File: config.mk
export PLATFORM = sky130hd
export DESIGN_NAME = timer
export DESIGN_NICKNAME = d
export VERILOG_FILES = /design/src/rtl/timer.sv
export SDC_FILE = /design/constraint.sdc
export NUM_CORES = 1
export LEC_CHECK = 0
export CAP_MARGIN = 20
export CORE_MARGIN = 4
export CORE_UTILIZATION = 61
export DETAILED_ROUTE_END_ITERATION = 8
export DONT_BUFFER_PORTS = 1
export PLACE_DENSITY = 0.73
export SYNTH_ARGS = -nofsm -noshare
export SYNTH_HDL_FRONTEND = slang
export SYNTH_SLANG_ARGS = --single-unit
export TNS_END_PERCENT = 30
File: constraint.sdc
create_clock -name clock -period 3.3 [get_ports clock]
set_clock_uncertainty 0.1 [all_clocks]
set_input_delay 0.66 -clock clock [delete_from_list [all_inputs] [get_ports clock]]
set_output_delay 0.66 -clock clock [all_outputs]
set_load 0.01 [all_outputs]
File: src/rtl/timer.sv
// Memory-mapped cycle timer: free-running counter, compare register and a
// level-held interrupt request that stays up until software acknowledges it.
module timer #(
  parameter int                 width      = 64,
  parameter logic [width-1:0]   CYCLE_ADDR = 64'hffff001c,
  parameter logic [width-1:0]   ACK_ADDR   = 64'hffff006c
) (
  input  logic             clock,
  input  logic             reset,
  input  logic [width-1:0] address,
  input  logic [width-1:0] data,
  input  logic             MemRead,
  input  logic             MemWrite,
  output logic [width-1:0] cycle,
  output logic             TimerAddress,
  output logic             TimerInterrupt
);

  localparam logic [width-1:0] one = {{(width-1){1'b0}}, 1'b1};

  logic [width-1:0] cycle_counter;
  logic [width-1:0] interrupt_cycle;
  logic             interrupt_line;

  logic sel_cycle;
  logic sel_ack;
  logic match;
  logic ack;

  // Address decode, compare and load-data steering are purely combinational.
  always_comb begin
    sel_cycle    = (address == CYCLE_ADDR);
    sel_ack      = (address == ACK_ADDR);
    TimerAddress = sel_cycle | sel_ack;
    match        = (cycle_counter == interrupt_cycle);
    ack          = MemWrite & sel_ack;
    cycle        = (MemRead && sel_cycle) ? cycle_counter : '0;
  end

  // Counter, compare register and interrupt line; a match beats a
  // same-cycle ack so a fresh event is never dropped.
  always_ff @(posedge clock) begin
    if (reset) begin
      cycle_counter   <= '0;
      interrupt_cycle <= '1;
      interrupt_line  <= 1'b0;
    end else begin
      cycle_counter <= cycle_counter + one;
      if (MemWrite && sel_cycle)
        interrupt_cycle <= data;
      if (match)
        interrupt_line <= 1'b1;
      else if (ack)
        interrupt_line <= 1'b0;
    end
  end

  assign TimerInterrupt = interrupt_line;

endmodule

==> impl_metrics.csv <==
group,metric,value,unit
critical_path,cp-end-kind,"primary output",
synth,synthesis.nets,985,
detailed_routing,wl,19.6,mm
pwr,p_seq_share,46.2,%
synth,synthesis.area,7070,um^2
cts,path_clk_slew,0.05,ns
final_layout,nets,956,
sta,slew_headroom,51.5,%
final_layout,syn_to_final_growth,8.90,%
synth,yosysSeqAreaShare,36.5,%
cts,post-cts-setup-buffer-count,0,
critical_path,r2r_cells,7,
cts,root_buffer,"clkbuf_16",
pwr,clkPwrFrac,52.5,%
critical_path,r2r_start,"cycle_counter[0]$_SDFF_PP0_",
pwr,ir_worst_vdd,0.000420,V
critical_path,rrSetupSlack,0.79,ns
critical_path,rr_endpoint,"cycle_counter[46]$_SDFF_PP0_",
global_route,grt_util_all_layers,28.8,%
sta,finalHoldViolations,0,
placed_design,io_buffers,0,
cts,htree_levels,4,
detailed_routing,num_vias,6002,
synth,synth_top_area_cell,"dfxtp_1",
critical_path,cp.required,2.54,ns
worst_hold_path,hp-start,"reset",
pwr,leakage,2.40,nW
synth,netlist-cell-type-count,47,
final_layout,layout_commonest_cell,"nor2_1",
synth,synth_seq_cells,129,
status,outcome,"completed",
sta,rsz0062_at_grt,"no",
worst_hold_path,min_to,"cycle_counter[12]$_SDFF_PP0_",
critical_path,worst_setup_path_start_kind,"input pin",
die,num_io_pins,198,
detailed_routing,drt_first_pass_iters,5,
worst_hold_path,hold_class,"input pin to register",
cts,tritoncts,"yes",
detailed_routing,ant_nets,0,
cts,cts_num_sinks,129,
pwr,switchingPower,0.670,mW
placed_design,globalplace.congestion,0.854,
flow_run,cap_violations,0,
synth,yosys.area.top_type_share,36.5,%
synth,synth.avg_cell_area,8.30,um^2
pwr,powerDensity,441,nW/um^2
die,num_rows,39,
final_layout,drive_gt1_share,8.04,%
sta,finalCriticalPeriod,3.13,ns
sta,finalWorstSetupSlack,0.169,ns
cts,clk_latency,0.41,ns
global_route,grt_max_degree,197,
detailed_routing,drc,0,
worst_hold_path,hold_depth,1,
die,dieArea,13400,um^2
global_route,gr-total-overflow,0,
sta,fmax,0.319,GHz
critical_path,startpoint,"address[1]",
synth,synth-edff-count,0,
final_layout,layout_common_cells,"nor2_1, dfxtp_1, and2_1, mux2i_1, xor2_1",
sta,finalCritPeriodShare,94.9,%
detailed_routing,drtIter0Drc,594,
critical_path,crit_arrival,2.37,ns
cts,numCtsBuffers,17,
sta,worst_pin_slew,0.720,ns
sta,slew_violations,0,
detailed_routing,wl_per_cell,20.1,um
die,core_area,11400,um^2
placed_design,hpwl,14.1,mm
die,initial_core_util,62.2,%
pwr,p_comb_share,1.3,%
placed_design,place_worst_setup_slack,-0.0565,ns
synth,ys.flop_type,"dfxtp_1",
critical_path,path_max_fanout,22,
pwr,swShare,19.7,%
global_route,grt_pass1_wl,29.7,mm
detailed_routing,via_per_inst,6.15,
sta,finalSetupViolCount,0,
pwr,internal_power,2.72,mW
die,die_w,116,um
synth,synth_area_leaders,"dfxtp_1, mux2i_1, nor2_1, xor2_1, and2_1",
sta,fin_setup_tns,0,ns
cts,cts_buffer_depth,2,
global_route,antenna_found_initial,0,
global_route,grt_pass1_vias,5806,
die,die_y,116,um
final_layout,diodes,0,
synth,yosys_warnings,0,
synth,async_flop_share,0,%
synth,syn_inst,852,
critical_path,path_class,"input pin to primary output",
cell type report:
type	instances	area (um^2)
well taps	143	179
inverters	14	52.6
clock buffers	24	512
repair buffers	13	156
clock inverters	5	52.6
fillers	967	3670
multi-input cells	648	4160
flip-flops and latches	129	2580
sequential cells by signal, indices dropped and copies added (netlist names):
register         cells
cycle_counter       64
TimerInterrupt       1
interrupt_cycle     64
worst max-delay path: stages:
cell       delay [ns]
or4_1            0.57
nor4_4           0.18
nor3b_2          0.23
and4_4           0.32
clkbuf_16        0.21
and2_1           0.20
power groups by stage:
stage,combinational [mW],sequential (mW),clock [mW]
6_report,0.0437,1.57,1.78
3_3_place_gp,0.0425,1.60,0
3_5_place_dp,0.0434,1.60,0
5_1_grt,0.0496,1.57,1.88
4_1_cts,0.0439,1.57,1.80
2_1_floorplan,0.0670,1.60,0
through the flow:
stage,hold WS (ns),area [um^2],total power [mW],util [%],cells
floorplan,0.358,7070,1.67,-,852
global placement,0.392,7080,1.64,62.3,946
detailed placement,0.403,7080,1.64,62.3,946
CTS,0.214,7650,3.41,67.3,975
global route,0.212,7700,3.50,67.7,976
finish,0.229,7700,3.39,67.7,976
kinds of logic (layout without fill, tap and decap cells):
group / count (synthesis) / after routing / share of synthesized area, %
simple gates: 417 / 417 / 31.7
flops: 129 / 129 / 36.5
xor+xnor: 86 / 86 / 10.7
compound gates: 78 / 78 / 6.62
buf+inv: 75 / 56 / 4.89
mux: 66 / 66 / 9.38
fa+ha+maj: 1 / 1 / 0.177
worst max path at each step:
stage                      endpoint  slack (ns)  depth (start not counted)
after global routing      cycle[47]        0.09                          6
after floorplan           cycle[10]        0.12                          7
final                     cycle[47]        0.17                          6
after detailed placement   cycle[8]       -0.06                          6
after global placement    cycle[62]      -0.003                          6
after CTS                  cycle[8]        0.01                          6
timing repair:
action                     4_1_cts  5_1_grt
hold buffers                     0        0
gates cloned                     0        1
setup endpoints to repair       64       64
gates resized for setup          1        5
pin swaps                        0        2
cells in the mapped netlist (5+ instances only):
| library cell | n |
|---|---|
| inv_1 | 14 |
| o21ai_0 | 12 |
| or3_1 | 9 |
| xor2_1 | 59 |
| xnor2_1 | 27 |
| nor4_1 | 29 |
| and2_1 | 69 |
| nor3_1 | 5 |
| nand2_1 | 25 |
| buf_4 | 9 |
| dfxtp_1 | 129 |
| a21oi_1 | 39 |
| nand4_1 | 28 |
| and3_1 | 11 |
| or4_1 | 22 |
| o31ai_1 | 20 |
| nor2_1 | 160 |
| clkbuf_1 | 45 |
| nand3_1 | 22 |
| mux2i_1 | 64 |
| and4_1 | 8 |
layer usage:
layer	wire length, um	part of all wire [%]	up-vias	track usage [%]
met3	1420	7.2	32	8.46
met5	0	0	-	0
met1	8060	41	2848	35.7
li1	-	-	2894	-
met2	9760	50	228	48.9
met4	371	1.9	0	8.66
Power figures use the tool's default switching activity.
